--- src/rtl/comp_conv_pipe_pkg.sv ---
// Shared definitions for the sign-magnitude / two's complement converter.
package comp_conv_pipe_pkg;

  localparam logic MODE_SM2TC = 1'b0;
  localparam logic MODE_TC2SM = 1'b1;

endpackage

--- src/rtl/comp_conv_core.sv ---
// Combinational SM <-> 2C conversion with detection of the two non-representable codes.
module comp_conv_core
  import comp_conv_pipe_pkg::*;
#(
  parameter int WIDTH = 8
) (
  input  logic [WIDTH-1:0] i_data,
  input  logic             i_mode,
  output logic [WIDTH-1:0] o_data,
  output logic             o_nz,
  output logic             o_ovf
);

  localparam logic [WIDTH-2:0] ONE = (WIDTH-1)'(1);

  logic [WIDTH-2:0] w_mag;
  logic [WIDTH-2:0] w_neg;
  logic             w_sign;
  logic             w_mag_zero;

  // Negating the low bits is the same operation in both directions.
  assign w_sign     = i_data[WIDTH-1];
  assign w_mag      = i_data[WIDTH-2:0];
  assign w_neg      = (~w_mag) + ONE;
  assign w_mag_zero = (w_mag == '0);

  always_comb begin
    o_data = i_data;
    o_nz   = 1'b0;
    o_ovf  = 1'b0;
    if (w_sign) begin
      if (w_mag_zero) begin
        if (i_mode == MODE_SM2TC) begin
          o_data = '0;
          o_nz   = 1'b1;
        end else begin
          o_data = '1;
          o_ovf  = 1'b1;
        end
      end else begin
        o_data = {1'b1, w_neg};
      end
    end
  end

endmodule

--- src/rtl/comp_conv_pipe.sv ---
// Two-stage valid/ready pipeline around comp_conv_core with saturating event counters.
module comp_conv_pipe #(
  parameter int WIDTH = 8,
  parameter int CNT_W = 16
) (
  input  logic             clk,
  input  logic             rst_n,
  input  logic             in_valid,
  output logic             in_ready,
  input  logic [WIDTH-1:0] in_data,
  input  logic             in_mode,
  output logic             out_valid,
  input  logic             out_ready,
  output logic [WIDTH-1:0] out_data,
  output logic             out_nz,
  output logic             out_ovf,
  input  logic             clr_cnt,
  output logic [CNT_W-1:0] cnt_nz,
  output logic [CNT_W-1:0] cnt_ovf
);

  function automatic logic [CNT_W-1:0] sat_inc(input logic [CNT_W-1:0] c);
    return (&c) ? c : c + CNT_W'(1);
  endfunction

  logic             w_en;
  logic             w_out_xfer;
  logic [WIDTH-1:0] w_conv_data;
  logic             w_conv_nz;
  logic             w_conv_ovf;

  logic             r_vld_p1;
  logic [WIDTH-1:0] r_data_p1;
  logic             r_nz_p1;
  logic             r_ovf_p1;
  logic             r_vld_p2;
  logic [WIDTH-1:0] r_data_p2;
  logic             r_nz_p2;
  logic             r_ovf_p2;
  logic [CNT_W-1:0] r_cnt_nz;
  logic [CNT_W-1:0] r_cnt_ovf;

  comp_conv_core #(.WIDTH(WIDTH)) u_core (
    .i_data (in_data),
    .i_mode (in_mode),
    .o_data (w_conv_data),
    .o_nz   (w_conv_nz),
    .o_ovf  (w_conv_ovf)
  );

  // The whole pipe advances together; a stalled output freezes both stages.
  assign w_en       = ~r_vld_p2 | out_ready;
  assign w_out_xfer = r_vld_p2 & out_ready;
  assign in_ready   = w_en;

  // Stage p1: converted sample
  always_ff @(posedge clk) begin
    if (w_en) begin
      r_data_p1 <= w_conv_data;
      r_nz_p1   <= w_conv_nz;
      r_ovf_p1  <= w_conv_ovf;
    end
  end

  // Stage p2: output register
  always_ff @(posedge clk) begin
    if (!rst_n) begin
      r_vld_p1  <= 1'b0;
      r_vld_p2  <= 1'b0;
      r_data_p2 <= '0;
      r_nz_p2   <= 1'b0;
      r_ovf_p2  <= 1'b0;
    end else if (w_en) begin
      r_vld_p1  <= in_valid;
      r_vld_p2  <= r_vld_p1;
      r_data_p2 <= r_data_p1;
      r_nz_p2   <= r_nz_p1;
      r_ovf_p2  <= r_ovf_p1;
    end
  end

  always_ff @(posedge clk) begin
    if (!rst_n || clr_cnt) begin
      r_cnt_nz  <= '0;
      r_cnt_ovf <= '0;
    end else begin
      if (w_out_xfer && r_nz_p2)  r_cnt_nz  <= sat_inc(r_cnt_nz);
      if (w_out_xfer && r_ovf_p2) r_cnt_ovf <= sat_inc(r_cnt_ovf);
    end
  end

  assign out_valid = r_vld_p2;
  assign out_data  = r_data_p2;
  assign out_nz    = r_nz_p2;
  assign out_ovf   = r_ovf_p2;
  assign cnt_nz    = r_cnt_nz;
  assign cnt_ovf   = r_cnt_ovf;

endmodule

--- config.mk ---
export PLATFORM = sky130hd
export DESIGN_NAME = comp_conv_pipe
export DESIGN_NICKNAME = d
export VERILOG_FILES = /design/src/rtl/comp_conv_pipe_pkg.sv /design/src/rtl/comp_conv_core.sv /design/src/rtl/comp_conv_pipe.sv
export SDC_FILE = /design/constraint.sdc
export NUM_CORES = 1
export LEC_CHECK = 0
export CAP_MARGIN = 10
export CORE_ASPECT_RATIO = 0.75
export CORE_MARGIN = 1.5
export CORE_UTILIZATION = 46
export CTS_CLUSTER_DIAMETER = 200
export DETAILED_ROUTE_END_ITERATION = 16
export HOLD_SLACK_MARGIN = 0.05
export PLACE_DENSITY = 0.77
export SLEW_MARGIN = 10
export SYNTH_ARGS = -nofsm -noshare
export SYNTH_HDL_FRONTEND = slang
export SYNTH_SLANG_ARGS = --single-unit
--- constraint.sdc ---
create_clock -name clk -period 2.1 [get_ports clk]
set_input_delay 0.42 -clock clk [delete_from_list [all_inputs] [get_ports clk]]
set_output_delay 0.42 -clock clk [all_outputs]
set_load 0.02 [all_outputs]
==> results.md <==
- Post-CTS setup repair buffer count: 0
- Maximum VDD drop: 343.8 uV
- Die width: 90.77 um
- CTS root buffer: clkbuf_8
- Worst-path clk slew: 0.09 ns
- Die height: 68.83 um
- Worst clock skew: 0.005767 ns
- Pwr dens: 525.4 nW/um2
- Worst-path maximum fanout: 5
- Num ports: 58
- Fin crit period: 1.999 ns
- Largest net degree at the start of global routing: 23
- Seq cells post-synth: 54
- Hold Crit Class: flip-flop to flip-flop
- WS Path Type: input port to flip-flop
- Global-route wire length before repair: 10.90 mm
- Net count after synthesis: 318
- Number of library cell types mapped by synthesis: 48
- MaxCap Viol Count: 0
- Syn_area_per_cell: 8.829 um2
- Die Area: 6247 um2
- Cell Area, Placed: 3480 um2
- Via count of the first global-routing pass: 2,359
- R2R Path End: cnt_ovf[11]$_SDFFE_PP0P_
- R2r startpoint: cnt_ovf[1]$_SDFFE_PP0P_
- Hold path start: out_data[2]$_SDFFE_PN0P_
- Flop-to-flop setup slack: 0.14 ns
- Worst setup margin: 0.1013 ns
- Final period utilization: 0.9518
- CTS H-tree depth: 2
- Place WS: -0.3982 ns
- CP Data Required Time: 2.15 ns
- Pins Over Slew Limit: 0
- Hold endpoint: out_data[2]$_SDFFE_PN0P_
- First drt pass iteration count: 4
- Post-Synthesis Cell Area: 2658 um2
- NumNets Final: 397
- Initial DRC count: 95
- Worst-Skew Late Latency: 0.31 ns
- Sequential fraction of the synthesis area: 0.4444
- Sink Count: 54
- Antenna cell count: 0
- Unrepaired setup endpoints after global routing: no
- Most common cell after layout, fill and taps aside: clkdlybuf4s50_1
- Tot Pwr: 1.889 mW
- Antenna violations before repair: 0
- Share of layout cells above drive strength 1: 0.1312
- Cell taking the most area after synthesis: dfxtp_1
- Top post-synthesis cells by area: dfxtp_1, edfxtp_1, nand2_1
- PortBufs: 57
- Via count: 2,638
- Leakage: 1.336 nW
- Top cell type's share of synthesized area: 0.3315
- Final setup fails: 0
- # DRC: 0
- Critical path data arrival time: 2.05 ns
- TritonCTS Buffers: 5
- RD Place Congestion: 0.9598
- Slew HR: 0.5223
- Clock buffer depth: 2
- Placeable Area: 5468 um2
- Layout Cell Area excl Fill: 3595 um2
- GRT Util Overall: 0.2228
- Commonest non-fill, non-tap cells in the layout: clkdlybuf4s50_1, nand2_1, dfxtp_1, buf_4, o21ai_0
- Synthesized instance count: 301
- TritonCTS clock tree: done
- Outcome: complete, no violations
- CP endpoint kind: flip-flop
- Worst slew pin tran: 0.7073 ns
- Post-DP HPWL: 4.937 mm
- Warnings from Yosys: 0
- CP startpoint kind: input port
- Initial Util: 0.4860
- Final WL: 6.672 mm
- Path depth of the worst reg2reg path: 5
- Via/cell ratio: 5.785
- Routed length per placed instance: 14.63 um
- Grt ovf: 0
- Post-CTS Hold Buffers: 0
- Fmax: 500.3 MHz
- Remaining antenna violation count after routing: 0
- Area Overhead vs Synth: 35.26%
- Row count: 23
- Final Hold Fails: 0
- Hold path cells: 2
kinds of logic after synthesis:
group	Yosys count	synth area share
buffers and inverters	23	0.03531
AOI/OAI and AO/OA	89	0.2298
adders and majority gates	3	0.01413
DFF	54	0.4444
and+or+nand+nor	128	0.2613
muxes	4	0.01507
metal layers:
metal	vias to the layer above	track usage	wire length [um]
met4	0	0.1012	111
met2	90	0.3609	2995
met5	-	0	0
met1	1235	0.2928	3175
li1	1303	-	-
met3	10	0.04496	389
registers in the layout, summed over array words and instances (netlist names):
| register | count |
|---|---|
| r_data_p1 | 8 |
| out_data | 8 |
| r_nz_p1 | 1 |
| r_ovf_p1 | 1 |
| out_nz | 1 |
| cnt_nz | 16 |
| cnt_ovf | 16 |
| r_vld_p1 | 1 |
| out_valid | 1 |
| out_ovf | 1 |
how the worst max path moves through the flow:
stage	from	to	slack [ns]	cells past startpoint
6_report	in_data[2]	r_data_p1[5]$_DFFE_PP_	0.10	5
3_5_place_dp	in_data[1]	r_data_p1[3]$_DFFE_PP_	-0.40	7
5_1_grt	in_data[2]	r_data_p1[5]$_DFFE_PP_	0.06	5
4_1_cts	in_data[2]	r_data_p1[5]$_DFFE_PP_	0.02	5
2_1_floorplan	in_data[0]	r_data_p1[5]$_DFFE_PP_	0.04	7
3_3_place_gp	in_data[0]	r_data_p1[5]$_DFFE_PP_	-0.30	7
final cells by class:
cell class	instances	area (um2)
fillers	472	1873
flip-flops and latches	54	1181
inverters	9	33.78
multi-input cells	224	1406
clock buffers	7	86.33
repair buffers	86	788.3
clock inverters	1	5.005
well taps	75	93.84
cells in the mapped netlist, drive strengths merged:
master	count
a211oi	4
nor2b	2
o22ai	2
nand2	49
clkbuf	10
nand4	10
o311a	1
o31ai	7
inv	9
edfxtp	10
o21bai	1
nor2	9
o211ai	1
a21boi	11
and4	8
nand2b	4
nor3	5
a31oi	7
o311ai	4
dfxtp	44
or3b	1
and2	4
or3	5
nand3	11
and3	10
a21o	1
o21a	3
ha	3
a41o	4
mux2i	4
a22oi	3
o41ai	6
o21ai	17
nor4	3
or4	7
a21oi	15
a41oi	2
buf	4
per-stage QoR:
stage               setup TNS, ns  cells  utilization  hold WS (ns)
floorplan                       0    301            -        0.4406
global placement           -2.247    448       0.6364        0.4502
detailed placement         -3.422    448       0.6364        0.4507
CTS                             0    456       0.6574        0.4667
global route                    0    456       0.6574        0.4980
finish                          0    456       0.6574        0.4634
power breakdown:
group	internal [mW]	switching (mW)	total (mW)
clock network	0.267	0.336	0.602
registers	1.09	0.0136	1.10
logic	0.0879	0.0983	0.186
worst max-delay path: stages:
cell	delay, ns
clkdlybuf4s50_1	0.46
or3b_4	0.42
or4_4	0.47
o22ai_2	0.18
a22oi_1	0.10
repair_timing:
item	CTS	global route
setup endpoints to repair	4	3
resized for setup	10	0
pin swaps	3	1
(Power assumes the default switching activity.)
